### src/rtl/risc_multicycle_ctrl.sv
// risc_multicycle_ctrl
// --------------------
// Multi-cycle control sequencer for the RiSC-16 core. It walks every
// instruction through FETCH, DECODE, EXEC and, where the opcode needs them,
// MEM and WB. It drives the one-hot ALU function selects, the datapath mux
// selects, the register-file write enable, the PC load strobe and a req/ack
// memory handshake. It also counts retired instructions.
//
// Ports
//   clk        single clock, all state changes on the rising edge
//   rst        synchronous, active-high reset
//   run        level; 1 = keep executing, 0 = stop at next instruction boundary
//   opcode     IR[15:13], valid from DECODE until the next ir_load
//   eq_out     ALU equality flag (BEQ outcome)
//   mem_ack    memory acknowledge
//   mem_req    memory request, held until mem_ack
//   mem_we     memory write (SW data phase)
//   addr_sel   memory address source: 0 = PC, 1 = alu_out
//   ir_load    capture fetched word into IR (one-cycle pulse)
//   pc_load    update PC (one-cycle pulse, one per retired instruction)
//   pc_sel     next-PC source: 0 = PC+1, 1 = PC+1+sext(imm7), 2 = alu_out
//   alu_add / alu_nand / alu_pass1 / alu_eq   one-hot ALU function selects
//   src1_zero  force ALU operand 1 to zero (LUI)
//   src2_sel   ALU operand 2: 0 = register, 1 = sext(imm7), 2 = imm10<<6
//   rf_we      register-file write enable
//   wb_sel     write-back source: 0 = alu_out, 1 = memory data, 2 = PC+1
//   state      current state code (debug)
//   retired    completed-instruction count, wraps modulo 2^CNT_W

module risc_multicycle_ctrl #(
   parameter int CNT_W = 16
) (
   input  logic             clk,
   input  logic             rst,
   input  logic             run,
   input  logic [2:0]       opcode,
   input  logic             eq_out,
   input  logic             mem_ack,
   output logic             mem_req,
   output logic             mem_we,
   output logic             addr_sel,
   output logic             ir_load,
   output logic             pc_load,
   output logic [1:0]       pc_sel,
   output logic             alu_add,
   output logic             alu_nand,
   output logic             alu_pass1,
   output logic             alu_eq,
   output logic             src1_zero,
   output logic [1:0]       src2_sel,
   output logic             rf_we,
   output logic [1:0]       wb_sel,
   output logic [2:0]       state,
   output logic [CNT_W-1:0] retired
);

   typedef enum logic [2:0] {
      IDLE   = 3'd0,
      FETCH  = 3'd1,
      DECODE = 3'd2,
      EXEC   = 3'd3,
      MEM    = 3'd4,
      WB     = 3'd5
   } state_t;

   localparam logic [2:0] OP_ADD  = 3'b000;
   localparam logic [2:0] OP_ADDI = 3'b001;
   localparam logic [2:0] OP_NAND = 3'b010;
   localparam logic [2:0] OP_LUI  = 3'b011;
   localparam logic [2:0] OP_SW   = 3'b100;
   localparam logic [2:0] OP_LW   = 3'b101;
   localparam logic [2:0] OP_BEQ  = 3'b110;
   localparam logic [2:0] OP_JALR = 3'b111;

   localparam logic [1:0] PC_INC    = 2'd0;
   localparam logic [1:0] PC_BRANCH = 2'd1;
   localparam logic [1:0] PC_ALU    = 2'd2;

   localparam logic [1:0] SRC2_REG  = 2'd0;
   localparam logic [1:0] SRC2_IMM7 = 2'd1;
   localparam logic [1:0] SRC2_UPR  = 2'd2;

   localparam logic [1:0] WB_ALU = 2'd0;
   localparam logic [1:0] WB_MEM = 2'd1;
   localparam logic [1:0] WB_PC1 = 2'd2;

   state_t state_q;
   state_t state_d;

   // State register. Reset wins over every transition, so a pending memory
   // request in FETCH or MEM is simply dropped.
   always_ff @(posedge clk) begin
      if (rst) begin
         state_q <= IDLE;
      end else begin
         state_q <= state_d;
      end
   end

   // Retired-instruction counter. Every instruction ends with exactly one
   // pc_load pulse, so that strobe doubles as the retire event.
   always_ff @(posedge clk) begin
      if (rst) begin
         retired <= '0;
      end else if (pc_load) begin
         retired <= retired + {{(CNT_W-1){1'b0}}, 1'b1};
      end
   end

   assign state = state_q;

   // Next-state and output decode. Outputs are Moore on the state except
   // ir_load (FETCH ack), the SW pc_load (MEM ack) and the BEQ pc_sel, which
   // follow the same-cycle mem_ack / eq_out. Every instruction that finishes
   // returns to FETCH or IDLE depending on run at that moment, so run only
   // takes effect at an instruction boundary.
   always_comb begin
      state_d   = state_q;
      mem_req   = 1'b0;
      mem_we    = 1'b0;
      addr_sel  = 1'b0;
      ir_load   = 1'b0;
      pc_load   = 1'b0;
      pc_sel    = PC_INC;
      alu_add   = 1'b0;
      alu_nand  = 1'b0;
      alu_pass1 = 1'b0;
      alu_eq    = 1'b0;
      src1_zero = 1'b0;
      src2_sel  = SRC2_REG;
      rf_we     = 1'b0;
      wb_sel    = WB_ALU;

      case (state_q)
         IDLE: begin
            if (run) begin
               state_d = FETCH;
            end
         end

         FETCH: begin
            mem_req = 1'b1;
            if (mem_ack) begin
               ir_load = 1'b1;
               state_d = DECODE;
            end
         end

         DECODE: begin
            state_d = EXEC;
         end

         EXEC: begin
            case (opcode)
               OP_ADD: begin
                  alu_add = 1'b1;
                  state_d = WB;
               end
               OP_ADDI: begin
                  alu_add  = 1'b1;
                  src2_sel = SRC2_IMM7;
                  state_d  = WB;
               end
               OP_NAND: begin
                  alu_nand = 1'b1;
                  state_d  = WB;
               end
               OP_LUI: begin
                  alu_add   = 1'b1;
                  src1_zero = 1'b1;
                  src2_sel  = SRC2_UPR;
                  state_d   = WB;
               end
               OP_SW, OP_LW: begin
                  alu_add  = 1'b1;
                  src2_sel = SRC2_IMM7;
                  state_d  = MEM;
               end
               OP_BEQ: begin
                  // The branch resolves here: the ALU compares the operands
                  // and the PC is updated in the same cycle.
                  alu_eq  = 1'b1;
                  pc_load = 1'b1;
                  pc_sel  = eq_out ? PC_BRANCH : PC_INC;
                  state_d = run ? FETCH : IDLE;
               end
               OP_JALR: begin
                  alu_pass1 = 1'b1;
                  state_d   = WB;
               end
            endcase
         end

         MEM: begin
            // Keep the effective-address computation alive on the ALU so
            // alu_out stays valid as the memory address until ack.
            mem_req  = 1'b1;
            addr_sel = 1'b1;
            mem_we   = (opcode == OP_SW);
            alu_add  = 1'b1;
            src2_sel = SRC2_IMM7;
            if (mem_ack) begin
               if (opcode == OP_SW) begin
                  pc_load = 1'b1;
                  state_d = run ? FETCH : IDLE;
               end else begin
                  state_d = WB;
               end
            end
         end

         WB: begin
            rf_we   = 1'b1;
            pc_load = 1'b1;
            if (opcode == OP_LW) begin
               wb_sel = WB_MEM;
            end else if (opcode == OP_JALR) begin
               // JALR writes the link (PC+1) and jumps to regB, which the
               // ALU passes through as alu_out.
               wb_sel    = WB_PC1;
               pc_sel    = PC_ALU;
               alu_pass1 = 1'b1;
            end
            state_d = run ? FETCH : IDLE;
         end

         default: begin
            state_d = IDLE;
         end
      endcase
   end

endmodule

### config.mk
export PLATFORM = sky130hd
export DESIGN_NAME = risc_multicycle_ctrl
export DESIGN_NICKNAME = d
export VERILOG_FILES = /design/src/rtl/risc_multicycle_ctrl.sv
export SDC_FILE = /design/constraint.sdc
export NUM_CORES = 1
export LEC_CHECK = 0
export ABC_AREA = 1
export BUFFER_PORTS_ARGS = -buffer_cell sky130_fd_sc_hd__buf_2
export CORE_UTILIZATION = 35
export CTS_CLUSTER_SIZE = 20
export DETAILED_ROUTE_END_ITERATION = 10
export REMOVE_ABC_BUFFERS = 1
export SLEW_MARGIN = 20
export SYNTH_ARGS = -nofsm -noshare
export SYNTH_HDL_FRONTEND = slang
export SYNTH_SLANG_ARGS = --single-unit
### constraint.sdc
create_clock -name clk -period 1.2 [get_ports clk]
set_input_delay 0.12 -clock clk [delete_from_list [all_inputs] [get_ports clk]]
set_output_delay 0.12 -clock clk [all_outputs]
set_load 0.01 [all_outputs]
==> flow_results.org, run 1 <==
** Status
- Result of the run :: finished, violations left
- The final reports fail on setup timing.

** Synthesis
- Main synth FF type :: sky130_fd_sc_hd__dfxtp_1
- Syn. warnings :: 0
- Counting flops with a built-in enable in the synthesized netlist gives 0.
- The synthesized design contains 19 register bits.
- Synthesized netlist cell count :: 208
- Of the post-synthesis cell area, the dominant cell type holds 28.20%.
- Leading cell type by number of instances after synthesis :: sky130_fd_sc_hd__nand2_1
- Top post-synthesis cells by area :: sky130_fd_sc_hd__dfxtp_1 28%, sky130_fd_sc_hd__nand2_1 15%, sky130_fd_sc_hd__nor2_1 7.8%
- The synthesized netlist contains 30 unique library cells.
- Summing every instance area after synthesis gives 1349 sq um.
- By count the netlist is led by 54 x sky130_fd_sc_hd__nand2_1, 28 x sky130_fd_sc_hd__nor2_1, 19 x sky130_fd_sc_hd__dfxtp_1.
- Proportion of synthesized chip area in sequential cells :: 28.20%
- A synthesized cell averages 6.485 sq um.
- Cell taking the most area after synthesis :: sky130_fd_sc_hd__dfxtp_1
- Counting flops with an async set or reset pin after synthesis yields a share of 0%.

** Pwr
- In this run the static leakage power is 0.001084 uW.
- VDD IR-drop max :: 0.0006908 V
- Dividing total power by cell area gives a power density of 636.3 nW/um^2.

** Clock network
- The root buffer cell chosen for the clock tree is sky130_fd_sc_hd__clkbuf_8.
- Reg clk slew, reported paths :: 0.08 ns
- Clock tree synthesis inserted a total of 3 buffers.
- Clk Latency, worst-skew pair :: 0.26 ns
- CTS built an H-tree with a depth of 1.
- The clock passes through at most 2 buffers.
- TritonCTS built the clock tree.
- Number of sinks driven by the clock tree :: 19
- Post-CTS Hold Buffers :: 0

** Worst setup path
- Worst Path Buf+Inv :: 5
- Gate family responsible for the most delay along the worst path :: buffers and inverters
- The most numerous cell type found on the critical path is sky130_fd_sc_hd__buf_6.
- Worst setup path category :: reg -> out
- Data on the critical path is required at its endpoint by 1.08 ns.
- Sort of element at the end of the critical path :: primary output
- In this run the worst path has a maximum fanout of 5.
- Cell-by-cell trace of the critical path :: buf_6 -> inv_4 -> nand3_4 -> buf_6 -> buf_6 -> nor2_4 -> buf_6
- Critical Path AT :: 1.33 ns
- Critical-path cell with the highest stage delay :: sky130_fd_sc_hd__dfxtp_4
- The largest single stage delay on the critical path is 0.36 ns.
- STA classifies the critical path startpoint as a flop.

** Final layout
- Number of nets at the end of the flow :: 324
- In the final layout, the share of cells above drive strength 1 is 55.73%.
- Non-filler instance count after layout :: 362
- Number of diodes :: 0
- Final instance area :: 2392 sq um
- Compared with the post-synthesis result, the final layout area differs by 77.37%.

** Timing
- Across all setup checks in the final design, the least slack found is -0.2519 ns.
- The hold violation count in the final report was 0.
- Setup repair after global routing could not meet its margin everywhere.
- Final hold analysis gives a worst-case slack of 0.2501 ns.
- Fmax :: 688.8 MHz
- Final Cycle Share :: 121.0%
- In this run the tightest slew margin relative to its limit is 81.40%.
- The number of pins exceeding their max-slew limit in the final report is 0.
- Setup violations remaining at the end of the flow were counted as 36.
- Min Tclk post-route :: 1.452 ns
- For the pin with the worst max-slew slack, the measured transition is 0.2787 ns.
- The clock arrives with 0.005962 ns of skew.

** Route
- Number of vias after detailed routing :: 1724
- Dividing the detail-routed wire length by the instance count gives 12.37 um.
- The final layout contains routed wiring with a total length of 4479 um.
- In this run, the number of DRC markers left after iteration 0 of detailed routing was 55.
- After detailed routing, the number of remaining DRC violations is 0.
- Number of vias per cell :: 4.762
- In this run the remaining antenna-violating nets after routing total 0.
- The first detailed-routing pass took 5 iterations.

** Global route
- Remaining global-route overflow :: 0
- Entering global routing, the biggest net connects 13 pins.
- All-layer global routing usage :: 21.65%
- The initial antenna violation count was 0.
- The number of global-route vias before repair came to 1573.
- Global-route wire length before repair :: 7010 um

** Worst hold path
- The tightest min-delay check is of the in -> reg type.

** Die
- From bottom edge to top edge, the die measures 64.08 um.
- Core area :: 3689 sq um
- Row generation in the floorplan step produced 22 rows.
- Overall die area :: 4106 sq um
- In this run the count of I/O pins placed on the die edge is 44.
- Initial core utilization :: 36.57%
- The die is 64.08 um wide.

** Placement
- Routability-driven placement finished with a final weighted congestion of 0.8217.
- Dpl hpwl :: 2956 um
- In this run the cell area measured after placement is 1954 sq um.
- Buffers placed on the I/O ports in this run total 43.
- Cell count after placement :: 345

** Flow run
- The tool flagged a number of max-cap violations equal to 0.
## metrics by stage
stage / utilization [%] / TNS (ns) / setup WS (ns) / total power [uW]
2_1_floorplan: - / -2.967 / -0.2147 / 775.6
3_3_place_gp: 52.99 / -2.976 / -0.1750 / 920.2
3_5_place_dp: 52.99 / -3.432 / -0.2141 / 920.6
4_1_cts: 59.60 / -5.598 / -0.2573 / 1444
5_1_grt: 64.86 / -8.452 / -0.3107 / 1597
6_report: 64.86 / -6.204 / -0.2519 / 1522
## worst reg2reg max path, cell delays in order, from the launching register on
cell                      delay (ns)
sky130_fd_sc_hd__dfxtp_4        0.36
sky130_fd_sc_hd__buf_6          0.13
sky130_fd_sc_hd__nor2_2         0.16
sky130_fd_sc_hd__nand2_2        0.08
sky130_fd_sc_hd__nand2_2        0.07
sky130_fd_sc_hd__inv_2          0.06
sky130_fd_sc_hd__nand2_8        0.08
sky130_fd_sc_hd__buf_4          0.15
sky130_fd_sc_hd__buf_4          0.12
sky130_fd_sc_hd__nand2_2        0.05
sky130_fd_sc_hd__a21oi_2        0.13
## path summary, 6_finish.rpt
check	depth (start not counted)	slack, ns	start	endpoint
max	7	-0.25	state[2]	pc_sel[0]
min	3	0.25	rst	retired[13]
max reg2reg	10	-0.24	state[2]	retired[11]
min reg2reg	2	0.52	retired[15]	retired[15]
## metal layers
layer	vias to the layer above	wire, um	global-route usage, %
met3	6	198	2.857
met2	46	2234	35.37
met1	784	1998	29.11
met5	-	0	0
met4	0	47	7.102
li1	888	-	-
## layout by cell type (no fill, tap or decap), drive strengths merged, types with 2 or more instances in the layout
| master | netlist | final |
|---|---|---|
| inv | 24 | 24 |
| xnor2 | 2 | 2 |
| dfxtp | 19 | 19 |
| o21ai | 9 | 9 |
| a21oi | 20 | 20 |
| buf | 5 | 107 |
| clkbuf | 0 | 3 |
| nor2 | 32 | 32 |
| nor4 | 3 | 3 |
| nand3 | 18 | 18 |
| nand4 | 5 | 5 |
| nand2 | 65 | 65 |
## cells by family (layout without fill, tap and decap cells)
logic type	Yosys count	count (layout)	synth area share, %
AOI/OAI and AO/OA	32	32	14.84
adders and majority gates	1	1	0.9275
buffers and inverters	29	135	10.76
and+or+nand+nor	124	124	43.32
DFF	19	19	28.20
xor gates and xnor gates	3	3	1.948
## report_power, final
group | total (uW) | internal (uW) | switching [uW]
Sequential | 656 | 640 | 15.4
Clock | 459 | 231 | 228
Combinational | 408 | 199 | 209
## what timing repair did
item / in CTS / in global routing
setup buffers: 9 / 5
setup endpoints to repair: 35 / 36
gates resized for setup: 38 / 41
pin swaps: 6 / 11
gates cloned: 1 / 0
## layout make-up
cell class / instances / area [sq um]
sequential: 19 / 391.6
fill: 317 / 1296
timing repair buffer: 107 / 802.0
clock inverter: 1 / 5.005
tap: 48 / 60.06
multi-input combinational: 160 / 984.7
inverter: 24 / 107.6
clock buffer: 3 / 41.29
## flip-flops by register name, summed over array words and instances (netlist names)
signal	count
retired	16
state	3
Note: power is estimated with default switching activity, not from simulation.
==> inputs of run 2 (changes only) <==
--- a/config.mk
+++ b/config.mk
@@ -6,10 +6,10 @@
 export NUM_CORES = 1
 export LEC_CHECK = 0
 export ABC_AREA = 1
-export BUFFER_PORTS_ARGS = -buffer_cell sky130_fd_sc_hd__buf_2
 export CORE_UTILIZATION = 35
 export CTS_CLUSTER_SIZE = 20
 export DETAILED_ROUTE_END_ITERATION = 10
+export DONT_BUFFER_PORTS = 1
 export REMOVE_ABC_BUFFERS = 1
 export SLEW_MARGIN = 20
 export SYNTH_ARGS = -nofsm -noshare
==> run 2 against run 1 <==
Clock power hardly changed; clock skew is 0.0011 ns lower; largest cell class unchanged; combinational power is 10% lower; sequential cell count stayed put; the flow still finishes with violations (setup timing); sequential share of layout area is 0.64 points higher; highest routed layer unchanged; hold slack worse by 0.14 ns; global-route usage is 0.56 points lower; final cell count is 8.6% lower; cell area is 2.8% lower; largest power group unchanged; die area stayed put; wire length is 2.0% higher.
==> flow_results.org, run 2 (synthesis gave the netlist of run 1 again) <==
** Status
- Result of the run: finished, violations left (unchanged).
- Violated checks: setup timing (unchanged).

** Flow run
- The reported max-cap violation count was 0 (unchanged).

** Global route
- Maximum number of pins on one net before global-route repair :: 13 (unchanged)
- Global-route wire length before repair :: 6748 um (was 7010 um)
- The number of global-route vias before repair was 1527 (was 1573).
- The residual overflow from global routing came to 0 (unchanged).
- Number of antenna violations at the first check in global routing :: 0 (unchanged)
- The total routing resource utilization after global routing is 21.10% (was 21.65%).

** Timing
- The number of failing setup endpoints in the final timing report was 35 (was 36).
- RSZ-0062 raised after global routing: yes (unchanged).
- The remaining max-slew budget at the tightest pin was 53.41% (was 81.40%).
- Final-report max-slew violation count :: 0 (unchanged)
- Slew of the pin with the lowest slew margin :: 0.6965 ns (was 0.2787 ns)
- The hold violation count in the final report is 0 (unchanged).
- Final worst setup slack :: -0.2347 ns (was -0.2519 ns)
- Min Tclk post-route :: 1.435 ns (was 1.452 ns)
- Final worst clock skew :: 0.004863 ns (was 0.005962 ns)
- Final Cycle Share :: 119.6% (was 121.0%)
- The upper clock frequency limit came to 697.0 MHz (was 688.8 MHz).

** Final layout
- The register ranked first by flip-flop count is retired (unchanged).
- Final instance area :: 2325 sq um (was 2392 sq um)
- Synth-to-Final Area Change :: 72.36% (was 77.37%)
- The number of filler cells placed in the layout was 304 (was 317).
- Footprint of the multi-input gates :: 1057 sq um (was 984.7 sq um)
- The number of antenna cells inserted was 0 (unchanged).
- The number of nets in the finished design was 293 (was 324).
- The fraction of layout instances using a drive strength above 1 came to 53.71% (was 55.73%).
- Largest register FFs :: 16 (unchanged)
- Non-filler instance count after layout :: 331 (was 362)
- Commonest non-fill, non-tap cells in the layout: 55 x sky130_fd_sc_hd__buf_4, 49 x sky130_fd_sc_hd__nand2_1, 19 x sky130_fd_sc_hd__buf_6 (was 52 x sky130_fd_sc_hd__nand2_1, 49 x sky130_fd_sc_hd__buf_4, 35 x sky130_fd_sc_hd__buf_2).
- Most common cell after layout, fill and taps aside :: sky130_fd_sc_hd__buf_4 (was sky130_fd_sc_hd__nand2_1)
- Register Area :: 395.4 sq um (was 391.6 sq um)

** Worst setup path
- FF-to-FF Start :: state[1] (was state[2])
- The largest delay contributor family on the critical path was buffers and inverters (unchanged).
- Worst Path Buf+Inv :: 5 (unchanged)
- The critical path endpoint category is a primary output (unchanged).
- Req. time, crit path :: 1.08 ns (about the same)
- The library cell contributing the largest single delay on the critical path was sky130_fd_sc_hd__dfxtp_4 (unchanged).
- The kind of start point of the critical path is a flop (unchanged).
- Launch point of the worst path :: state[1] (was state[2])
- CP max stage delay :: 0.38 ns (was 0.36 ns)
- Critical Path AT :: 1.31 ns (was 1.33 ns)
- Worst setup path category :: reg -> out (unchanged)
- The maximum fanout encountered on the critical timing path was 5 (unchanged).
- Cell-by-cell trace of the critical path: inv_4 -> nand2_4 -> nor2_4 -> inv_4 -> nand2_2 -> inv_2 -> nand2_8 -> buf_6 -> buf_6 (was buf_6 -> inv_4 -> nand3_4 -> buf_6 -> buf_6 -> nor2_4 -> buf_6).

** Worst hold path
- Hold_sp :: rst (unchanged)
- The type of the tightest min-delay check is in -> reg (unchanged).

** Placement
- The detailed-placement wirelength estimate was 2788 um (was 2956 um).
- Post-placement cell area :: 1822 sq um (was 1954 sq um)
- Gpl congestion :: 0.7993 (was 0.8217)
- Port Buf Inserts :: 0 (was 43)
- Cell count after placement :: 313 (was 345)

** Clock network
- The worst-case clock buffer depth is 2 (unchanged).
- Number of clock buffers inserted by TritonCTS :: 3 (unchanged)
- Number of sinks driven by the clock tree :: 19 (unchanged)
- Reg clk slew, reported paths :: 0.07 ns (was 0.08 ns)
- Clk Latency, worst-skew pair :: 0.26 ns (about the same)
- The root buffer cell was sky130_fd_sc_hd__clkbuf_8 (unchanged).
- CTS tree :: built (unchanged)
- Maximum level of the CTS H-tree :: 1 (unchanged)

** Pwr
- The net switching power figure was 436.0 uW (was 451.7 uW).
- Ratio of total power to cell area :: 639.2 nW/um^2 (was 636.3 nW/um^2)
- Net switching fraction of the power :: 29.34% (was 29.67%)
- The clock network power share was 30.7% (was 30.1%).
- Combinational share of power :: 24.6% (was 26.8%)
- The part of the power in registers came to 44.7% (was 43.1%).
- Pint :: 1050 uW (was 1070 uW)
- VDD IR-drop max :: 0.0005017 V (was 0.0006908 V)
- Static power due to leakage :: 0.0009512 uW (was 0.001084 uW)

** Route
- Detailed-routing iteration count for the pre-antenna-repair pass :: 4 (was 5)
- Met1 routed wirelength after detailed routing :: 1971 um (was 1998 um)
- The sum of met3 wire segment lengths after detailed routing was 178 um (was 198 um).
- Routed len/inst :: 13.80 um (was 12.37 um)
- Sum of routed wire length over all layers :: 4567 um (was 4479 um)
- The number of DRC markers after the initial detailed-route iteration came to 67 (was 55).
- The routed wire length on met2 is 2285 um (was 2234 um).
- The total number of vias is 1665 (was 1724).
- Highest routed layer :: met4 (unchanged)
- Detailed-route DRC error count :: 0 (unchanged)
- The routed via count divided by cell count came to 5.030 (was 4.762).
- Number of nets still failing antenna checks after routing :: 0 (unchanged)

** Die
- Core area :: 3689 sq um (unchanged)
- The starting density of the core came to 36.57% (unchanged).
- Die Ht :: 64.08 um (unchanged)
- The area of the die is 4106 sq um (unchanged).
- The chip width was 64.08 um (unchanged).
- Number of standard-cell rows in the floorplan :: 22 (unchanged)
- Number of primary I/O pins :: 44 (unchanged)
## run 2: cell types whose count changed in the layout (fill, tap and decap cells not counted), moves of 2 or more
| cell | before | now |
|---|---|---|
| sky130_fd_sc_hd__dfxtp_1 | 16 | 13 |
| sky130_fd_sc_hd__buf_4 | 49 | 55 |
| sky130_fd_sc_hd__nand2_4 | 2 | 4 |
| sky130_fd_sc_hd__buf_6 | 23 | 19 |
| sky130_fd_sc_hd__dfxtp_2 | 0 | 3 |
| sky130_fd_sc_hd__buf_2 | 35 | 0 |
| sky130_fd_sc_hd__nand2_1 | 52 | 49 |
| sky130_fd_sc_hd__nor4_2 | 3 | 0 |
| sky130_fd_sc_hd__nor2_2 | 8 | 5 |
| sky130_fd_sc_hd__nor4_4 | 0 | 3 |
| sky130_fd_sc_hd__o21ai_1 | 4 | 2 |
| sky130_fd_sc_hd__nor2_4 | 5 | 9 |
## run 2: metrics by stage
step	utilization [%]	setup TNS [ns]	hold WS (ns)	setup WS [ns]	total power, uW
floorplan	-	-2.967	0.1824	-0.2147	775.6
global placement	49.39	-2.189	0.1843	-0.1599	867.9
detailed placement	49.39	-2.869	0.1849	-0.1889	867.9
CTS	57.67	-4.060	0.09187	-0.2144	1418
global route	63.03	-6.830	0.1256	-0.2820	1535
finish	63.03	-5.073	0.1057	-0.2347	1486
## run 2: worst paths after layout
check	endpoint	slack [ns]	depth (start not counted)
setup reg to reg	retired[9]	-0.20	11
hold reg to reg	retired[7]	0.52	2
hold / removal	retired[2]	0.11	3
setup / recovery	pc_load	-0.23	9
## run 2: timing repair
| item | CTS | global route |
|---|---|---|
| pin swaps | 6 | 16 |
| hold buffers | 1 | 0 |
| resized for setup | 55 | 43 |
| buffers inserted | 9 | 6 |
| hold endpoints to repair | 12 | 0 |
| gates cloned | 1 | 0 |
| setup endpoints to repair | 35 | 35 |
## run 2: area by class of cell
cell class | count | area share [%]
clock buffers | 4 | 1.938
inverters | 24 | 4.952
multi-input cells | 160 | 45.48
flip-flops and latches | 19 | 17.01
well taps | 48 | 2.583
repair buffers | 76 | 28.04
## run 2: layer usage
layer | track usage, % | up-vias
li1 | - | 829
met4 | 6.534 | 0
met1 | 25.35 | 769
met5 | 0 | -
met3 | 4.107 | 17
met2 | 37.37 | 50
## run 2: worst min-delay path: cells and delay by family
family	cells	cell delay, ns
buffers and inverters	1	0.08
and+or+nand+nor	2	0.12
## run 2: power groups by stage
stage | Sequential, uW | Combinational (uW) | Clock, uW
detailed placement | 668 | 200 | 0
finish | 664 | 366 | 456
global placement | 667 | 200 | 0
global route | 665 | 386 | 485
floorplan | 674 | 102 | 0
CTS | 658 | 290 | 471
==> inputs of run 3 (changes only) <==
==> constraint.sdc (replaced) <==
create_clock -name clk -period 1.2 [get_ports clk]
set_input_delay 0.24 -clock clk [delete_from_list [all_inputs] [get_ports clk]]
set_output_delay 0.24 -clock clk [all_outputs]
set_load 0.01 [all_outputs]
==> run 3 against run 2 <==
The flow still finishes with violations (setup timing); final cell count unchanged; non-clock buffer count unchanged; global-route usage increased by 0.33 points.
==> flow_results.org, run 3 (synthesis gave the netlist of run 1 again) <==
** Placement
- The detailed-placement wirelength estimate is 2768 um (was 2788 um).
- Gpl congestion :: 0.7921 (was 0.7993)
- Port Buf Inserts :: 0 (unchanged)
- The number of placed cells counting well taps came to 311 (was 313).

** Timing
- The upper clock frequency limit came to 659.4 MHz (was 697.0 MHz).
- Min Tclk post-route :: 1.517 ns (was 1.435 ns)
- The measured slew at the worst slew-check pin came to 0.2984 ns (was 0.6965 ns).
- The number of failing setup endpoints in the final timing report is 35 (unchanged).
- Final worst clock skew :: 0.003547 ns (was 0.004863 ns)
- RSZ-0062 raised after global routing: yes (unchanged).
- Final Hold Violating Endpoints :: 0 (unchanged)
- Final Cycle Share :: 126.4% (was 119.6%)
- The number of pins exceeding their max-slew limit in the final report is 0 (unchanged).
- The remaining max-slew budget at the tightest pin came to 80.09% (was 53.41%).
- The least setup slack across all paths after layout came to -0.3166 ns (was -0.2347 ns).

** Pwr
- The peak supply drop came to 0.0007308 V (was 0.0005017 V).
- Ratio of total power to cell area :: 636.5 nW/um^2 (was 639.2 nW/um^2)
- Tot Pwr :: 1449 uW (was 1486 uW)
- Static power due to leakage :: 0.0009414 uW (was 0.0009512 uW)

** Worst hold path
- HP Class :: in -> reg (unchanged)
- Hold_sp :: rst (unchanged)

** Worst setup path
- CP Max Fanout :: 4 (was 5)
- The type of the worst setup path is reg -> out (unchanged).
- Req. time, crit path :: 0.96 ns (was 1.08 ns)
- The critical register-to-register path startpoint is state[1] (unchanged).
- The data arrival time of the critical path was 1.28 ns (was 1.31 ns).
- The critical path endpoint category is a primary output (unchanged).
- Launch point of the worst path :: state[1] (unchanged)
- Startpoint class of the critical path :: flop (unchanged)

** Global route
- The first-pass GRT wire length was 6975 um (was 6748 um).
- The pin count of the biggest net entering global routing is 15 (was 13).
- Remaining global-route overflow :: 0 (unchanged)
- Number of antenna violations at the first check in global routing :: 0 (unchanged)
- The total routing resource utilization after global routing was 21.42% (was 21.10%).
- Vias in the first global route :: 1511 (was 1527)

** Final layout
- Share of final-layout standard cells stronger than drive strength 1 :: 50.53% (was 53.71%)
- The number of flip-flops in the largest register is 16 (unchanged).
- Most common cell after layout, fill and taps aside :: sky130_fd_sc_hd__buf_4 (unchanged)
- Largest Register :: retired (unchanged)
- Synth-to-Final Area Change :: 68.74% (was 72.36%)
- Number of nets at the end of the flow :: 293 (unchanged)
- The final standard cell count with taps included and fillers excluded is 331 (unchanged).
- The number of antenna cells inserted was 0 (unchanged).
- Commonest non-fill, non-tap cells in the layout: 60 x sky130_fd_sc_hd__buf_4, 50 x sky130_fd_sc_hd__nand2_1, 22 x sky130_fd_sc_hd__nor2_1 (was 55 x sky130_fd_sc_hd__buf_4, 49 x sky130_fd_sc_hd__nand2_1, 19 x sky130_fd_sc_hd__buf_6).

** Clock network
- The H-tree depth is 1 (unchanged).
- Reg clk slew, reported paths :: 0.07 ns (about the same)
- Bufs on Longest Clock Path :: 2 (unchanged)
- CTS tree :: built (unchanged)
- The number of buffers created by CTS came to 3 (unchanged).
- The number of sinks handled by clock tree synthesis is 19 (unchanged).
- Clk Latency, worst-skew pair :: 0.25 ns (was 0.26 ns)
- Clock root buffer master :: sky130_fd_sc_hd__clkbuf_8 (unchanged)
- The count of hold-fix buffers inserted at cts is 0 (was 1).

** Route
- Sum of routed wire length over all layers :: 4683 um (was 4567 um)
- Number of vias after detailed routing :: 1653 (was 1665)
- Drt first-iter violations :: 82 (was 67)
- Routed len/inst :: 14.15 um (was 13.80 um)
- The routed via count divided by cell count came to 4.994 (was 5.030).
- The first-pass iteration count of the detailed router came to 4 (unchanged).
- The number of remaining DRC errors was 0 (unchanged).
- Number of nets still failing antenna checks after routing :: 0 (unchanged)

** Status
- Result of the run :: finished, violations left (unchanged)
- Violated checks :: setup timing (unchanged)

** Die
- Core area :: 3689 sq um (unchanged)
- The die boundary height is 64.08 um (unchanged).
- Die X-Extent :: 64.08 um (unchanged)
- Overall die area :: 4106 sq um (unchanged)
- The site row count came to 22 (unchanged).
- The starting density of the core is 36.57% (unchanged).
- Number of primary I/O pins :: 44 (unchanged)

** Flow run
- The reported max-cap violation count came to 0 (unchanged).
[run 3: cell count changes in the layout (fill, tap and decap cells not counted), moves of 2 or more]
cell                      before  now
sky130_fd_sc_hd__a21oi_1       5    7
sky130_fd_sc_hd__a21oi_2      13   11
sky130_fd_sc_hd__buf_4        55   60
sky130_fd_sc_hd__buf_6        19   14
sky130_fd_sc_hd__dfxtp_1      13   16
sky130_fd_sc_hd__dfxtp_2       3    0
sky130_fd_sc_hd__inv_4         5    7
sky130_fd_sc_hd__nor2_1       18   22
sky130_fd_sc_hd__nor2_2        5    2
sky130_fd_sc_hd__o21ai_2       1    3
[run 3: path summary, 6_finish.rpt]
check	to	cells past startpoint	slack, ns
worst max-delay path	pc_load	8	-0.32
worst min-delay path	state[0]	1	0.03
worst max register to register	retired[0]	11	-0.25
worst min register to register	retired[7]	2	0.53
[run 3: metal layers]
metal / global-route usage, % / up-vias / routed length [um]
met1: 26.63 / 761 / 1964
li1: - / 828 / -
met3: 3.393 / 17 / 187
met5: 0 / - / 0
met2: 38.30 / 47 / 2347
met4: 4.830 / 0 / 183
[run 3: critical path, cell delays in order, from the launching register on]
cell	delay, ns
sky130_fd_sc_hd__dfxtp_4	0.38
sky130_fd_sc_hd__inv_4	0.09
sky130_fd_sc_hd__nand2_4	0.07
sky130_fd_sc_hd__nor2_4	0.16
sky130_fd_sc_hd__inv_4	0.05
sky130_fd_sc_hd__nand2_2	0.06
sky130_fd_sc_hd__inv_2	0.06
sky130_fd_sc_hd__nand2_8	0.07
sky130_fd_sc_hd__buf_6	0.10
[run 3: final cells by class]
cell class	count	area [sq um]
clock buffers	4	45.04
well taps	48	60.06
repair buffers	76	643.1
multi-input cells	160	1028
inverters	24	107.6
fillers	320	1413
flip-flops and latches	19	391.6
[run 3: power breakdown]
group / total [uW] / switching [uW] / internal [uW] / leakage (uW)
sequential: 664 / 22.9 / 641 / 0.000155
clock: 448 / 212 / 236 / 0.0000228
combinational: 337 / 186 / 151 / 0.000763
total: 1450 / 421 / 1030 / 0.000941
[run 3: stage by stage]
stage / hold slack, ns / utilization (%) / setup slack [ns] / cell area (sq um) / setup TNS, ns
after floorplan: 0.3024 / - / -0.2147 / 1296 / -3.573
after global placement: 0.3049 / 48.98 / -0.1573 / 1807 / -3.222
after detailed placement: 0.3056 / 48.98 / -0.1912 / 1807 / -3.522
after CTS: 0.03305 / 58.14 / -0.2565 / 2145 / -6.524
after global routing: 0.02507 / 61.70 / -0.3636 / 2276 / -9.681
final: 0.02816 / 61.70 / -0.3166 / 2276 / -7.756
[run 3: repair_timing]
action,CTS,global route
setup buffers,13,6
pin swaps,10,12
endpoints found under the setup margin,35,35
gates resized for setup,57,21
